**src/rtl/fir_multichannel.sv**
```systemverilog
// ---------------------------------------------------------------------------
// fir_multichannel
//   Time-multiplexed FIR filter for up to 8 channels. Each channel keeps its
//   own circular history of TAPS samples. All channels share one coefficient
//   bank and one multiplier. An accepted sample starts a TAPS-cycle serial
//   MAC. The result is registered in DONE and strobed on Out_Valid.
//
//   Optional feature: define FIR_BYPASS_EN to add the Bypass input. While
//   Bypass=1, an accepted sample skips the MAC and is returned zero-extended.
//   The history is still updated.
//
// Ports
//   CLK_Filter    : clock, rising edge
//   rst_n         : synchronous active-low reset
//   In_Valid      : sample offered
//   In_Ready      : high only in IDLE
//   In_Channel    : channel of the offered sample (>= CH: accepted, dropped)
//   In_Sample     : unsigned sample
//   Coef_WE       : coefficient write strobe, honoured only in IDLE
//   Coef_Addr     : tap index to write
//   Coef_Data     : coefficient value
//   Out_Valid     : one-cycle result strobe
//   Out_Channel   : channel of the result
//   Out_Filtered  : full-width unsigned result, held until the next result
//   Bypass        : (FIR_BYPASS_EN only) return the sample unfiltered
// ---------------------------------------------------------------------------
module fir_multichannel #(
  parameter int DATA_W = 8,
  parameter int COEF_W = 8,
  parameter int TAPS   = 16,
  parameter int CH     = 2,
  localparam int CH_W  = (CH > 1) ? $clog2(CH) : 1,
  localparam int AW    = $clog2(TAPS),
  localparam int OUT_W = DATA_W + COEF_W + AW
) (
  input  logic              CLK_Filter,
  input  logic              rst_n,
  input  logic              In_Valid,
  output logic              In_Ready,
  input  logic [CH_W-1:0]   In_Channel,
  input  logic [DATA_W-1:0] In_Sample,
  input  logic              Coef_WE,
  input  logic [AW-1:0]     Coef_Addr,
  input  logic [COEF_W-1:0] Coef_Data,
`ifdef FIR_BYPASS_EN
  input  logic              Bypass,
`endif
  output logic              Out_Valid,
  output logic [CH_W-1:0]   Out_Channel,
  output logic [OUT_W-1:0]  Out_Filtered
);

  typedef enum logic [1:0] {IDLE, MAC, DONE} state_t;

  state_t state, state_n;

  logic [DATA_W-1:0]        hist [CH][TAPS];
  logic [AW-1:0]            wr_ptr [CH];
  logic [COEF_W-1:0]        coef [TAPS];

  logic [CH_W-1:0]          cur_ch;
  logic [AW-1:0]            cur_ptr;
  logic [AW-1:0]            tap_cnt;
  logic [AW-1:0]            rd_idx;
  logic [OUT_W-1:0]         acc;
  logic [DATA_W+COEF_W-1:0] prod;

  logic ch_ok;
  logic start;
  logic last_tap;
  logic bypass_sel;

`ifdef FIR_BYPASS_EN
  assign bypass_sel = Bypass;
`else
  assign bypass_sel = 1'b0;
`endif

  // The channel is widened by one bit so that the compare stays meaningful
  // when CH is a power of two.
  assign ch_ok    = ({1'b0, In_Channel} < (CH_W + 1)'(CH));
  // A sample on an out-of-range channel is still accepted (In_Ready is
  // high), but it does not start a computation.
  assign start    = (state == IDLE) && In_Valid && ch_ok;
  assign last_tap = (tap_cnt == AW'(TAPS - 1));

  // cur_ptr holds the newest sample. Tap k reads k positions back; the
  // subtraction wraps modulo TAPS.
  assign rd_idx = cur_ptr - tap_cnt;
  assign prod   = (DATA_W + COEF_W)'(coef[tap_cnt]) *
                  (DATA_W + COEF_W)'(hist[cur_ch][rd_idx]);

  always_ff @(posedge CLK_Filter) begin
    if (!rst_n) state <= IDLE;
    else        state <= state_n;
  end

  always_comb begin
    state_n  = state;
    In_Ready = 1'b0;
    unique case (state)
      IDLE: begin
        In_Ready = 1'b1;
        if (start) state_n = bypass_sel ? DONE : MAC;
      end
      MAC:     if (last_tap) state_n = DONE;
      DONE:    state_n = IDLE;
      default: state_n = IDLE;
    endcase
  end

  always_ff @(posedge CLK_Filter) begin
    if (!rst_n) begin
      for (int unsigned c = 0; c < CH; c++) begin
        wr_ptr[c] <= '0;
        for (int unsigned t = 0; t < TAPS; t++) hist[c][t] <= '0;
      end
      for (int unsigned t = 0; t < TAPS; t++) coef[t] <= COEF_W'(1);
      cur_ch       <= '0;
      cur_ptr      <= '0;
      tap_cnt      <= '0;
      acc          <= '0;
      Out_Valid    <= 1'b0;
      Out_Filtered <= '0;
      Out_Channel  <= '0;
    end else begin
      Out_Valid <= 1'b0;

      // The coefficient write lands on the accept edge, so the MAC that
      // starts on that edge already sees the new value.
      if (state == IDLE && Coef_WE) coef[Coef_Addr] <= Coef_Data;

      if (start) begin
        hist[In_Channel][wr_ptr[In_Channel]] <= In_Sample;
        wr_ptr[In_Channel] <= wr_ptr[In_Channel] + AW'(1);
        cur_ch  <= In_Channel;
        cur_ptr <= wr_ptr[In_Channel];
        tap_cnt <= '0;
        acc     <= bypass_sel ? OUT_W'(In_Sample) : '0;
      end

      if (state == MAC) begin
        acc     <= acc + OUT_W'(prod);
        tap_cnt <= tap_cnt + AW'(1);
      end

      if (state == DONE) begin
        Out_Valid    <= 1'b1;
        Out_Filtered <= acc;
        Out_Channel  <= cur_ch;
      end
    end
  end

endmodule

```
**config.mk**
```make
export PLATFORM = sky130hd
export DESIGN_NAME = fir_multichannel
export DESIGN_NICKNAME = d
export VERILOG_FILES = /design/src/rtl/fir_multichannel.sv
export SDC_FILE = /design/constraint.sdc
export NUM_CORES = 1
export LEC_CHECK = 0
export BUFFER_PORTS_ARGS = -buffer_cell sky130_fd_sc_hd__clkbuf_2
export CORE_MARGIN = 3
export CORE_UTILIZATION = 50
export CTS_BUF_LIST = sky130_fd_sc_hd__clkbuf_4 sky130_fd_sc_hd__clkbuf_8
export DETAILED_ROUTE_END_ITERATION = 7
export GPL_ROUTABILITY_DRIVEN = 0
export PLACE_DENSITY = 0.66
export SLEW_MARGIN = 20
export SYNTH_ARGS = -nofsm -noshare
export SYNTH_HDL_FRONTEND = slang
export SYNTH_SLANG_ARGS = --single-unit
```
**constraint.sdc**
```tcl
create_clock -name CLK_Filter -period 16.2 [get_ports CLK_Filter]
set_input_delay 0.81 -clock CLK_Filter [delete_from_list [all_inputs] [get_ports CLK_Filter]]
set_output_delay 0.81 -clock CLK_Filter [all_outputs]
set_load 0.005 [all_outputs]
```
==> impl_metrics.json <==
{
  "finalClockSkew_ns": 0.02522,
  "cts_buffers": 76,
  "seq_area_frac_synth_pct": 57.93,
  "hold_depth": 2,
  "via_count": 13480,
  "synth_area_per_cell_sq_um": 13.42,
  "r2r_cells": 21,
  "htree_levels": 3,
  "dr.first_iter.drc_count": 1318,
  "status": "finished, final reports clean",
  "p_sw_w": 0.001103,
  "peakVddDrop_v": 0.0001203,
  "rsz0062_at_grt": "no",
  "crit_path_max_fanout": 63,
  "crit_path_start_kind": "flip-flop",
  "post-route-min-period_ns": 7.182,
  "critPathKind": "flip-flop to flip-flop",
  "p_leak_nw": 9.332,
  "seqPwrFrac_pct": 39.6,
  "whs_ns": 0.4654,
  "grt_remaining_overflow": 0,
  "place_hpwl_microns": 35150,
  "synthMuxAreaShare_pct": 10.99,
  "vias_per_cell": 5.655,
  "max-slew-margin-rel_pct": 32.53,
  "hold_viol_final": 0,
  "cts-resized-gates": 0,
  "yosysMostFrequentCell": "edfxtp_1",
  "clock_latency_ns": 0.63,
  "r2r-start": "tap_cnt[0]",
  "total_power_w": 0.003387,
  "reg2reg_slack_ns": 9.02,
  "cp-end-kind": "flip-flop",
  "hp-start": "Out_Filtered[0]",
  "syn_area_sq_mm": 0.02232,
  "io_pins": 48,
  "syn_nets": 1788,
  "synth_flop_cell": "edfxtp_1",
  "port_buffers": 47,
  "start_util_pct": 51.26,
  "synth_top_family_by_area": "simple AND/OR/NAND/NOR gates",
  "dp.cells": 2258,
  "drt_pass1_iterations": 5,
  "cts_tree": "yes",
  "synth_edf_count": 392,
  "power.density_mw_per_mm2": 137.4,
  "drc_errors": 0,
  "fmax_mhz": 139.2,
  "root_buffer": "clkbuf_8",
  "hold_class": "flip-flop to flip-flop",
  "cts_buffer_depth": 3,
  "track_usage_pct": 23.20,
  "synth.top_cell.area_share_pct": 52.73,
  "grt_pass1_vias": 13930,
  "worst_pin_slew_ns": 1.012,
  "area_growth_pct": 10.40,
  "synth_compound_area_share_pct": 4.602,
  "synth_warnings": 0,
  "postCtsSetupBuffers": 0,
  "ys_top_cells_by_count": "edfxtp_1, and2_1, nand2_1, inv_1, mux4_2",
  "synth_cell_type_count": 62,
  "detail-route-antenna-nets": 0,
  "p_comb_share_pct": 31.8,
  "die_w_microns": 217.3,
  "power.share.switching_pct": 32.58,
  "final-instance-count-excl-fill": 2384,
  "required_ns": 16.69,
  "wl_per_cell_microns": 22.44,
  "holdBufCountCts": 0,
  "syn_inst": 1663,
  "clk_pin_slew_worst_paths_ns": 0.05,
  "drt_wl_total_microns": 53500,
  "cap_violations": 0,
  "nets": 1876,
  "p_clk_share_pct": 28.6,
  "synthAdderAreaFrac_pct": 7.320,
  "r2r-end": "acc[17]",
  "die_y_microns": 217.3,
  "ys_ff_latch": 450,
  "synth-simple-area-share_pct": 14.92,
  "arrival_ns": 7.68,
  "finalSetupViolCount": 0,
  "row_count": 76,
  "clock-sinks": 450,
  "min_to": "Out_Filtered[0]",
  "finalCritPeriodShare_pct": 44.33,
  "p_int_w": 0.002283,
  "setup_tns_ns": 0,
  "dieArea_sq_mm": 0.04722,
  "ys_top_cells_by_area": "edfxtp_1, mux4_2, and2_1",
  "synthXorXnorAreaFrac_pct": 0.5885,
  "yosysTopAreaCell": "edfxtp_1",
  "core-area_sq_mm": 0.04355,
  "synthArstFlopShare_pct": 0,
  "grt_pass1_wl_microns": 82610,
  "antenna_found_initial": 3,
  "fill_cells": 3630,
  "grt_max_degree": 97,
  "drive_above_1_share_pct": 18.46,
  "final_max_slew_viol_count": 0
}
[per-stage QoR]
stage | setup WS, ns | utilization [%] | area [sq um]
detailed placement | 9.068 | 53.36 | 23240
global placement | 9.170 | 53.36 | 23240
global route | 8.506 | 56.59 | 24640
floorplan | 10.09 | - | 22320
CTS | 9.030 | 56.58 | 24640
finish | 9.018 | 56.59 | 24640
[layout by cell type, fill, tap and decap left out, types with 5 or more instances in the layout]
| cell type | synthesis | final |
|---|---|---|
| a21boi_0 | 27 | 27 |
| a21oi_1 | 19 | 19 |
| a22o_1 | 6 | 6 |
| and2_1 | 266 | 266 |
| and3_1 | 5 | 5 |
| buf_4 | 6 | 46 |
| clkbuf_2 | 0 | 47 |
| clkbuf_4 | 0 | 33 |
| clkbuf_8 | 1 | 77 |
| clkinv_1 | 0 | 10 |
| dfxtp_1 | 58 | 56 |
| edfxtp_1 | 392 | 392 |
| fa_1 | 51 | 50 |
| ha_1 | 49 | 49 |
| inv_1 | 106 | 106 |
| mux2_2 | 8 | 8 |
| mux2i_1 | 20 | 20 |
| mux4_2 | 96 | 96 |
| nand2_1 | 142 | 142 |
| nand2b_1 | 27 | 27 |
| nand3_1 | 39 | 39 |
| nand4_1 | 6 | 6 |
| nor2_1 | 89 | 89 |
| nor2b_1 | 5 | 5 |
| nor3_1 | 7 | 7 |
| o21a_1 | 5 | 5 |
| o21ai_0 | 66 | 58 |
| o21ai_1 | 1 | 9 |
| or2_1 | 5 | 5 |
| or3_1 | 20 | 20 |
| xnor2_1 | 9 | 8 |
| xor2_1 | 6 | 5 |
[routing by layer]
metal | wire (microns) | part of all wire (%) | vias to the layer above | track usage (%)
li1 | - | - | 6121 | -
met5 | 13 | 0.024 | - | 0
met2 | 26840 | 50 | 407 | 38.75
met4 | 1949 | 3.6 | 2 | 8.893
met3 | 2696 | 5.0 | 111 | 3.700
met1 | 22000 | 41 | 6841 | 30.86
[power groups by stage]
stage / combinational [W] / clock (W) / sequential [W]
final: 0.00108 / 0.000968 / 0.00134
after global routing: 0.00123 / 0.00104 / 0.00135
after CTS: 0.00109 / 0.000991 / 0.00134
after detailed placement: 0.00109 / 0 / 0.00137
after global placement: 0.00106 / 0 / 0.00136
after floorplan: 0.000827 / 0 / 0.00135
[worst max-delay path by stage]
stage               startpoint      end  slack, ns
floorplan           tap_cnt[0]  acc[12]      10.09
global placement    tap_cnt[0]  acc[16]       9.17
detailed placement  tap_cnt[0]  acc[16]       9.07
CTS                 tap_cnt[0]  acc[16]       9.03
global route        tap_cnt[0]  acc[17]       8.51
finish              tap_cnt[0]  acc[17]       9.02
[critical path, stage by stage (launching register included)]
cell and delay, ns:
dfxtp_1 0.40, ha_1 0.20, inv_1 0.06, fa_2 0.53, buf_4 0.73, mux4_2 0.36
nand2_1 0.07, a32oi_1 0.34, nand3_1 0.37, nor2_1 0.27, fa_1 0.45, fa_1 0.51
fa_1 0.49, inv_1 0.05, fa_1 0.47, inv_1 0.04, ha_1 0.34, a21oi_1 0.27
o211ai_1 0.24, a21oi_1 0.33, a21oi_1 0.14, o311ai_0 0.32
[cell type report]
cell class / count / area (sq um) / area share, %
Antenna cell: 1 / 2.502 / 0.01015
Clock buffer: 110 / 1308 / 5.305
Clock inverter: 15 / 93.84 / 0.3808
Inverter: 106 / 397.9 / 1.614
Multi-Input combinational cell: 1024 / 8593 / 34.87
Sequential cell: 450 / 12940 / 52.50
Tap cell: 585 / 732.0 / 2.970
Timing Repair Buffer: 93 / 580.6 / 2.356
[state kept, by name, summed over array words and instances (netlist names), named ones only]
| name | flops |
|---|---|
| cur_ch | 1 |
| Out_Valid | 1 |
| coef | 128 |
| wr_ptr | 8 |
| state | 2 |
| Out_Channel | 1 |
| Out_Filtered | 20 |
| acc | 20 |
| hist | 256 |
| cur_ptr | 4 |
| tap_cnt | 4 |
[kinds of logic (layout without fill, tap and decap cells)]
logic type	count (synthesis)	after routing
and+or+nand+nor	627	627
DFF	450	450
buffers and inverters	189	324
AOI/OAI and AO/OA	158	158
muxes	124	124
adders and majority gates	100	100
xor gates and xnor gates	15	15
other	0	1
No activity file was read; power rests on OpenSTA's default activity.
